[config.mk]
export PLATFORM = sky130hd
export DESIGN_NAME = wb_arbiter2
export DESIGN_NICKNAME = d
export VERILOG_FILES = /design/src/rtl/wb_arbiter2.sv
export SDC_FILE = /design/constraint.sdc
export NUM_CORES = 1
export LEC_CHECK = 0
export CORE_AREA = 2 2 123 125
export DETAILED_ROUTE_END_ITERATION = 8
export DIE_AREA = 0 0 125 127
export SLEW_MARGIN = 5
export SYNTH_ARGS = -nofsm -noshare
export SYNTH_HDL_FRONTEND = slang
export SYNTH_SLANG_ARGS = --single-unit
[constraint.sdc]
create_clock -name wb_clk_i -period 3.2 [get_ports wb_clk_i]
set_clock_uncertainty 0.1 [all_clocks]
set_input_delay 0.96 -clock wb_clk_i [delete_from_list [all_inputs] [get_ports wb_clk_i]]
set_output_delay 0.96 -clock wb_clk_i [all_outputs]
set_load 0.05 [all_outputs]
[src/rtl/wb_arbiter2.sv]
// Two-master, one-slave Wishbone arbiter: round-robin, one transfer per grant, registered grant state.
// Define WB_ARB_TIMEOUT_EN to build the bus-timeout watchdog (error pulse plus sticky timeout_o).
module wb_arbiter2 #(
    parameter int ADDR_WIDTH     = 32,
    parameter int TIMEOUT_CYCLES = 255
) (
    input  logic                  wb_clk_i,
    input  logic                  wb_rst_i,
    input  logic [ADDR_WIDTH-1:0] m0_adr_i,
    input  logic [31:0]           m0_dat_i,
    output logic [31:0]           m0_dat_o,
    input  logic                  m0_we_i,
    input  logic [3:0]            m0_sel_i,
    input  logic                  m0_stb_i,
    output logic                  m0_ack_o,
    output logic                  m0_err_o,
    input  logic [ADDR_WIDTH-1:0] m1_adr_i,
    input  logic [31:0]           m1_dat_i,
    output logic [31:0]           m1_dat_o,
    input  logic                  m1_we_i,
    input  logic [3:0]            m1_sel_i,
    input  logic                  m1_stb_i,
    output logic                  m1_ack_o,
    output logic                  m1_err_o,
    output logic [ADDR_WIDTH-1:0] s_adr_o,
    output logic [31:0]           s_dat_o,
    input  logic [31:0]           s_dat_i,
    output logic                  s_we_o,
    output logic [3:0]            s_sel_o,
    output logic                  s_stb_o,
    output logic                  s_cyc_o,
    input  logic                  s_ack_i,
    output logic                  timeout_o
);

    typedef enum logic [1:0] {
        IDLE = 2'd0,
        GNT0 = 2'd1,
        GNT1 = 2'd2
    } state_e;

    state_e state_q, state_d;
    logic   last_gnt_q, last_gnt_d;
    logic   timeout_q, timeout_d;
    logic   expire_s;

    if (TIMEOUT_CYCLES < 2 || TIMEOUT_CYCLES > 65535) begin : g_bad_timeout
        $error("wb_arbiter2: TIMEOUT_CYCLES must lie in 2..65535");
    end

`ifdef WB_ARB_TIMEOUT_EN
    localparam logic [15:0] CNT_LAST = 16'(TIMEOUT_CYCLES - 1);

    logic [15:0] cnt_q, cnt_d;

    // Watchdog: counter restarts on every grant and fires when it reaches the last allowed cycle.
    always_comb begin
        expire_s  = 1'b0;
        cnt_d     = cnt_q;
        timeout_d = timeout_q;
        if (state_q == IDLE) begin
            cnt_d = 16'd0;
        end else if (!s_ack_i) begin
            cnt_d     = cnt_q + 16'd1;
            expire_s  = (cnt_q == CNT_LAST);
            timeout_d = timeout_q | (cnt_q == CNT_LAST);
        end else begin
            cnt_d = cnt_q;
        end
    end

    always_ff @(posedge wb_clk_i or posedge wb_rst_i) begin
        if (wb_rst_i) begin
            cnt_q <= 16'd0;
        end else begin
            cnt_q <= cnt_d;
        end
    end
`else
    always_comb begin
        expire_s  = 1'b0;
        timeout_d = 1'b0;
    end
`endif

    always_ff @(posedge wb_clk_i or posedge wb_rst_i) begin
        if (wb_rst_i) begin
            state_q    <= IDLE;
            last_gnt_q <= 1'b1;
            timeout_q  <= 1'b0;
        end else begin
            state_q    <= state_d;
            last_gnt_q <= last_gnt_d;
            timeout_q  <= timeout_d;
        end
    end

    // Contention goes to the master that did not hold the previous grant.
    always_comb begin
        state_d    = state_q;
        last_gnt_d = last_gnt_q;
        case (state_q)
            IDLE: begin
                if (m0_stb_i && m1_stb_i) begin
                    if (last_gnt_q) begin
                        state_d    = GNT0;
                        last_gnt_d = 1'b0;
                    end else begin
                        state_d    = GNT1;
                        last_gnt_d = 1'b1;
                    end
                end else if (m0_stb_i) begin
                    state_d    = GNT0;
                    last_gnt_d = 1'b0;
                end else if (m1_stb_i) begin
                    state_d    = GNT1;
                    last_gnt_d = 1'b1;
                end else begin
                    state_d = IDLE;
                end
            end
            GNT0: begin
                if (s_ack_i || !m0_stb_i || expire_s) begin
                    state_d = IDLE;
                end else begin
                    state_d = GNT0;
                end
            end
            GNT1: begin
                if (s_ack_i || !m1_stb_i || expire_s) begin
                    state_d = IDLE;
                end else begin
                    state_d = GNT1;
                end
            end
            default: begin
                state_d    = IDLE;
                last_gnt_d = last_gnt_q;
            end
        endcase
    end

    always_comb begin
        s_adr_o  = '0;
        s_dat_o  = 32'd0;
        s_we_o   = 1'b0;
        s_sel_o  = 4'd0;
        s_stb_o  = 1'b0;
        s_cyc_o  = 1'b0;
        m0_dat_o = 32'd0;
        m0_ack_o = 1'b0;
        m0_err_o = 1'b0;
        m1_dat_o = 32'd0;
        m1_ack_o = 1'b0;
        m1_err_o = 1'b0;
        case (state_q)
            GNT0: begin
                s_adr_o  = m0_adr_i;
                s_dat_o  = m0_dat_i;
                s_we_o   = m0_we_i;
                s_sel_o  = m0_sel_i;
                s_stb_o  = m0_stb_i;
                s_cyc_o  = 1'b1;
                m0_dat_o = s_dat_i;
                m0_ack_o = s_ack_i;
                m0_err_o = expire_s;
            end
            GNT1: begin
                s_adr_o  = m1_adr_i;
                s_dat_o  = m1_dat_i;
                s_we_o   = m1_we_i;
                s_sel_o  = m1_sel_i;
                s_stb_o  = m1_stb_i;
                s_cyc_o  = 1'b1;
                m1_dat_o = s_dat_i;
                m1_ack_o = s_ack_i;
                m1_err_o = expire_s;
            end
            default: begin
                s_cyc_o = 1'b0;
            end
        endcase
    end

    assign timeout_o = timeout_q;

endmodule

# Word-level counts from Yosys, hierarchy flattened

Cells that the tools add are included.

$add $sub $neg: 0
Bitwise gates (word level): 0
Multiply operators: 0
$lt $le $gt $ge: 0
Reductions and logical operators: 9
Divide/modulo/power cells: 0
Shift-type cells: 0
Eq/ne operators: 2
Muxes and demuxes: 21

Operators by type and width:

| kind                                                                   | number |
|---|---|
| 32-bit case mux with 2 select lines                                    | 2 |
| 32-bit two-way mux                                                     | 2 |
| 2-bit two-way mux                                                      | 5 |
| 1-bit two-way mux                                                      | 8 |
| 4-bit case mux with 2 select lines                                     | 1 |
| 2-bit case mux with 3 select lines                                     | 1 |
| 1-bit case mux with 2 select lines                                     | 2 |
| 3-bit nonzero test                                                     | 1 |
| 2-bit by 1-bit equality test with 1-bit output (second input constant) | 1 |
| 2-bit equality test (second input constant)                            | 1 |
| 1-bit zero test                                                        | 2 |
| 2-bit zero test                                                        | 1 |
| 1-bit logical OR                                                       | 2 |
| 2-bit AND reduction                                                    | 1 |
| 2-bit OR reduction                                                     | 1 |
| 1-bit logical AND                                                      | 1 |

Bits in read-only memories: 0
Input port bits: 175
Output and inout bits: 140
Logic and storage cells: 34
Flip-flop bits (word level): 3
Memory bits (writable): 0
Memories kept: 0
Latch bits: 0

# Longest topological paths before layout

Gate-level depths: netlist of the first run.

Word-level depth: 4
Depth in mapped cells: 7
Mapped depth without buffers: 5

# Worst setup path before layout of the first run

Ideal clock, no wire load.

Path kind: reg-to-output
From: register state_q[0]
To: output s_adr_o[0]
Data required time: 2,140 ps
Setup slack: 94 ps
Cell stages (with the launch flop): 5
Buffers on the path: 1
Arrival time: 2,046 ps
Path through: dfrtp_1 -> inv_1 -> ha_1 -> clkbuf_1 -> nor2b_1

Longest elaborated chain between the ends: 2
Elaborated cells between the ends (all ways): 3
Those cells by class: eq/ne (2); mux (1)

RTL lines:

| item                                                                                         | line | text |
|---|---|---|
| start, declared                                                                              | 42   | `state_e state_q, state_d;` |
| start signal, assigned                                                                       | 92   | `state_q <= state_d;` |
| 2-bit equality test / 2-bit by 1-bit equality test with 1-bit output (equally long branches) | 156  | `case (state_q)` |
| 32-bit case mux with 2 select lines (*)                                                      | 156  |  |
| end, declared                                                                                | 25   | `output logic [ADDR_WIDTH-1:0] s_adr_o,` |

Mark *: on every way between the ends. The rest lies on a longest branch, timed or not.

# Final worst setup path of the first run

From: input m1_stb_i
To: output s_stb_o

Longest elaborated chain between the ends: 1

RTL lines:

| item                               | line | text |
|---|---|---|
| start, declared                    | 22   | `input logic m1_stb_i,` |
| 1-bit case mux with 2 select lines | 156  |  |
| end, declared                      | 30   | `output logic s_stb_o,` |

No other way between the ends.

==> run metrics, run 1 <==
run status complete, no violations; flops & latches, synth 3; FF-to-FF path depth 6; Resized Gates After CTS 0; CP required about 2100 ps; VDD IR max 0.433 mV; Die ar. 15900 um^2; Worst setup SP type input pin; Critical Path Max Stage Delay about 530 ps; first-pass GRT wire length 17.4 mm; crit path from m1_stb_i; Layout fillers 1291; Final Non-Filler Cells 733; Post-Route WL 11.7 mm; CP Cell Sequence clkdlybuf4s50_1 > a22oi_1 > nor2b_1 > buf_12; Hold Crit Start last_gnt_q; RSZ-0062 raised after global routing false; Lkg Pwr 2.42 nW; Boundary Pins 315; Hold Vio Cnt, Final 0; post-synth top area share 22.3%; Post-Synth Adder-Cell Area 2.55%; Num Clock Sinks 3; critical path class input pin to output pin; Avg Synthesized Cell Area 7.51 um^2; vias in the first global route 3025; Clock Path Buffers 2; H-tree depth 1; library cells used by synthesis 22; post-layout min period between 3000 and 4000 ps; max cap viols 0; Starting DRT DRC Count 95; Critical Path Stages 4; Seq/Total Area, Yosys 3.89%; period utilization 95.5%; Worst-path clk slew 30 ps; PwrDens 761 nW/um^2; DR vias/cell 4.10; Setup Fix Bufs, Post-CTS 0; largest net degree at the start of global routing around 70; Clock Tree Root clkbuf_16; post-synthesis xor/xnor area fraction 0%; Crit. End Element output pin; final instance area 6660 um^2; routability cong. between 0.8 and 0.9; WHS Path Cells 2; Final ANT Viol Nets 0; router iterations before antenna repair 4; cell taking the most area after synthesis nor2b_1; initial core utilization 13.6%; r2r setup slk 1640 ps; initial antenna violation count 0; cts bufs inserted 3; Std-Cell Core Area 14400 um^2; CP max FO 4; standard-cell rows 44; vias 3005; Max Clk Rate 0.327 GHz; Post-Place Cells approximately 730; GRT Residual Overflow 0; most frequent cells in the layout clkdlybuf4s50_1, buf_12, nor2b_1, and2_1, a22oi_1; crit path DAT ~2000 ps; top cells by area, synth nor2b_1, and2_1, a22oi_2, a22oi_1, buf_6; Nets 729; CTS tree done; chip width 125 um; Die H about 130 um; Diodes inserted 0; Residual DRC 0; fin. max-slew vios 0; Mapped Area 1960 um^2; Port Buffer Count 311; CTS Hold Bufs 0; Worst-Skew Late Latency 230 ps; CP max stage cell clkdlybuf4s50_1; crit path buf inv count 2; largest family of logic cells by synthesized area simple AND/OR/NAND/NOR gates; area grow syn2layout 240%; placed wire-length estimate 9.76 mm; simple-gate area share of the yosys netlist 45.9%; Area after DPL 6580 um^2; setup TNS 0 ps; ratio of cells with drive above 1 in the final layout between 30% and 40%; mux contribution to synthesized area 0%; Cells after Synth 261; GR Util All Layers 13.4%; RR Startpoint state_q[0]; setup violation total in the final timing report 0; family with the most delay on the worst path buffers and inverters; warnings from Yosys 0; routed length per instance 16.0 um; commonest non-fill, non-tap cell in the layout clkdlybuf4s50_1; Worst R2R End state_q[1]; Worst Hold Path EP last_gnt_q; complex-gate fraction of the synthesized area 35.0%; Hold Path Class flop to flop
## routing by layer
metal | global-route usage [%] | vias up | part of all wire, %
met3 | 2.89 | 10 | 6.9
met5 | 0 | - | 0
met4 | 1.76 | 0 | 0.99
met2 | 26.2 | 146 | 54
met1 | 15.3 | 1380 | 38
li1 | - | 1469 | -
## logic make-up (layout without fill, tap and decap cells)
group / after synthesis / in the layout
flip-flops: 3 / 3
other: 1 / 3
AND/OR/NAND/NOR: 142 / 142
buffers and inverters: 37 / 323
adder cells (fa/ha/maj): 4 / 4
AO/OA/AOI/OAI: 74 / 74
## cell type report
cell class	instances	area [um^2]	share of cell area, %
clock buffer	4	78.8	1.18
inverter	3	11.3	0.169
multi-input combinational	223	1680	25.2
sequential	3	76.3	1.15
tap	184	230	3.46
timing repair buffer	316	4580	68.9
## flip-flops by register name, summed over array words and instances (netlist names)
name and flops:
state_q 2, last_gnt_q 1
## cell usage after synthesis, drive strengths merged
master,number
conb,1
nor3b,2
buf,21
dfrtp,2
a22oi,70
nand2b,1
nand2,1
a31oi,1
inv,3
nor2b,70
a21oi,3
clkbuf,13
ha,4
and2b,2
and2,66
dfstp,1
## worst reg2reg max path: stages, from the launching register on
cell and delay [ps]:
dfrtp_1 420, inv_1 140, ha_4 180, buf_12 260, and2b_1 190, a21oi_2 40, nor3b_2 140
## metrics by stage
step	setup WS, ps	total power, mW	hold WS [ps]	util, %
6_report	143	5.07	440	46.1
3_5_place_dp	162	4.92	438	45.6
2_1_floorplan	94.3	2.64	408	-
4_1_cts	151	5.13	436	46.1
5_1_grt	101	5.27	463	46.1
3_3_place_gp	145	4.87	423	45.6
## report_power, final
part | internal, mW | switching (mW) | leakage, nW
registers | 0.0586 | 0.0183 | 0.0365
logic | 2.25 | 2.54 | 2.35
clock network | 0.165 | 0.0368 | 0.0382
total | 2.47 | 2.60 | 2.42
## worst max path at each step
stage                     slack, ps         end
after floorplan                  90  s_adr_o[0]
after global routing            100     s_stb_o
final                           140     s_stb_o
after CTS                       150     s_stb_o
after global placement          150     s_stb_o
after detailed placement        160     s_stb_o
(Power assumes the default switching activity.)
==> inputs of run 2 (changes only) <==
Clock period 3.2 ns to 3.6 ns, I/O delays scaled along.
==> run 2 against run 1 <==
Against the previous run: global-route usage is 0.11 points lower; final cell count is 0.14% lower; clock power is 12% lower; register-to-register slack better by 280 ps; worst hold slack worse by 0.52 ps; critical path depth stayed put; die area stayed put; non-clock buffer count decreased by 1; routed wire length shrank 0.14%; via count about the same; setup slack gained 140 ps; critical path type unchanged; largest power group unchanged.
==> run metrics, run 2 (synthesis gave the netlist of run 1 again) <==
crit path buf inv count 2 (unchanged); Clock Tree Root clkbuf_16; DR vias/cell 4.11 (+0.24%); commonest non-fill, non-tap cell in the layout clkdlybuf4s50_1; GRT Residual Overflow 0 (unchanged); fin. max-slew vios 0 (unchanged); Std-Cell Core Area 14400 um^2 (unchanged); standard-cell rows 44 (unchanged); Residual DRC 0 (unchanged); max cap viols 0 (unchanged); PwrDens 675 nW/um^2 (-11%); CP required 2420 ps (+280 ps); VDD IR max 0.442 mV (+2.1%); Worst setup SP type input pin; H-tree depth 1 (unchanged); setup violation total in the final timing report 0 (unchanged); vias in the first global route 3026 (+0.033%); max FFs per register 2 (unchanged); initial core utilization 13.6% (unchanged); Max Clk Rate approximately 0.3 GHz; Final ANT Viol Nets 0 (unchanged); most frequent cells in the layout clkdlybuf4s50_1, buf_12, nor2b_1, and2_1, a22oi_1; vias 3008 (+0.10%); Num Clock Sinks 3 (unchanged); first-pass GRT wire length 17.3 mm (-0.32%); Worst-path clk slew 30 ps (about the same); chip width 125 um (unchanged); largest registers state_q x2, last_gnt_q x1; CP Cell Sequence clkdlybuf4s50_1 > a22oi_1 > nor2b_1 > buf_12; Hold Vio Cnt, Final 0 (unchanged); Hold Path Class flop to flop; CTS tree done; critical path class input pin to output pin; Slew Limit Headroom 66.3%; Setup Fix Bufs, Post-CTS 0 (unchanged); post-layout min period between 3000 and 4000 ps; period utilization 92.2%; Resized Gates After CTS 0 (unchanged); Critical Path Max Stage Delay 550 ps (+20 ps); Nets 728 (-0.14%); run status complete, no violations; largest net degree at the start of global routing 104 (+44%); Port Buffer Count 311 (unchanged); Tightest Pin Transition 505 ps; Starting DRT DRC Count 121 (+27%); Die H 127 um (unchanged); Clock Path Buffers 2 (unchanged); Lkg Pwr 2.41 nW (-0.49%); Crit. End Element output pin; family with the most delay on the worst path buffers and inverters; routability cong. 0.827 (+0.71%); CTS Hold Bufs 0 (unchanged); crit path DAT 2140 ps (+140 ps); Post-Place Cells 728 (-0.14%); CP max stage cell clkdlybuf4s50_1; post-place setup slack 273 ps (+111 ps); cts bufs inserted 3 (unchanged); Largest Register state_q; hold_ws 439 ps (-0.519 ps); placed wire-length estimate 9.59 mm (-1.8%); CP max FO 4 (unchanged); GR Util All Layers 13.3% (-0.11 points); Die ar. 15900 um^2 (unchanged); Boundary Pins 315 (unchanged); ratio of cells with drive above 1 in the final layout 32.5% (-0.12 points); router iterations before antenna repair 4 (unchanged); RSZ-0062 raised after global routing false; Diodes inserted 0 (unchanged); Post-Route WL 11.7 mm (-0.14%); fin util 45.9% (-0.23 points); Worst-Skew Late Latency 220 ps (about the same); post-route setup slack 281 ps (+137 ps); Final Non-Filler Cells 732 (-0.14%); routed length per instance 16.0 um (about the same); area grow syn2layout 238%; initial antenna violation count 0 (unchanged); setup TNS 0 ps (unchanged)
-- run 2: cell count changes in the layout (fill, tap and decap cells not counted), sizes merged --
cell / before / now
buf: 142 / 141
-- run 2: tightest hold or removal path, delay by kind of cell, from the launching register on --
kind | cells | cell delay (ps)
AOI/OAI and AO/OA | 2 | 160
DFF | 1 | 370
-- run 2: through the flow --
stage                     instance area [um^2]  total power, mW
after floorplan                           1970             2.35
after global placement                    6550             4.29
after detailed placement                  6550             4.34
after CTS                                 6620             4.52
after global routing                      6620             4.64
final                                     6620             4.47
-- run 2: final cells by class --
| class | instances | area, um^2 |
|---|---|---|
| Fill cell | 1307 | 7800 |
| Timing Repair Buffer | 315 | 4550 |
| Multi-Input combinational cell | 223 | 1680 |
| Tap cell | 184 | 230 |
| Clock buffer | 4 | 78.8 |
| Sequential cell | 3 | 76.3 |
| Inverter | 3 | 11.3 |
-- run 2: where the power goes --
group | internal [mW] | switching, mW | leakage, nW
registers | 0.0521 | 0.0163 | 0.0365
logic | 1.97 | 2.26 | 2.34
clock network | 0.146 | 0.0308 | 0.0382
total | 2.17 | 2.30 | 2.41
-- run 2: path summary, 6_finish.rpt --
check / from / depth (start not counted) / slack [ps] / end
worst min-delay path: last_gnt_q / 2 / 440 / last_gnt_q
worst min register to register: last_gnt_q / 2 / 440 / last_gnt_q
worst max-delay path: m1_stb_i / 4 / 280 / s_stb_o
max in group asynchronous: wb_rst_i / 2 / 2260 / last_gnt_q
min in group asynchronous: wb_rst_i / 2 / 930 / state_q[0]
worst max register to register: state_q[1] / 6 / 1920 / state_q[0]
-- run 2: per-layer routing --
| metal | part of all wire [%] | wire [um] | global-route usage, % |
|---|---|---|---|
| met1 | 38 | 4470 | 15.5 |
| met2 | 55 | 6430 | 26.4 |
| met3 | 6.2 | 724 | 2.30 |
| met4 | 0.58 | 68 | 1.18 |
| met5 | 0 | 0 | 0 |
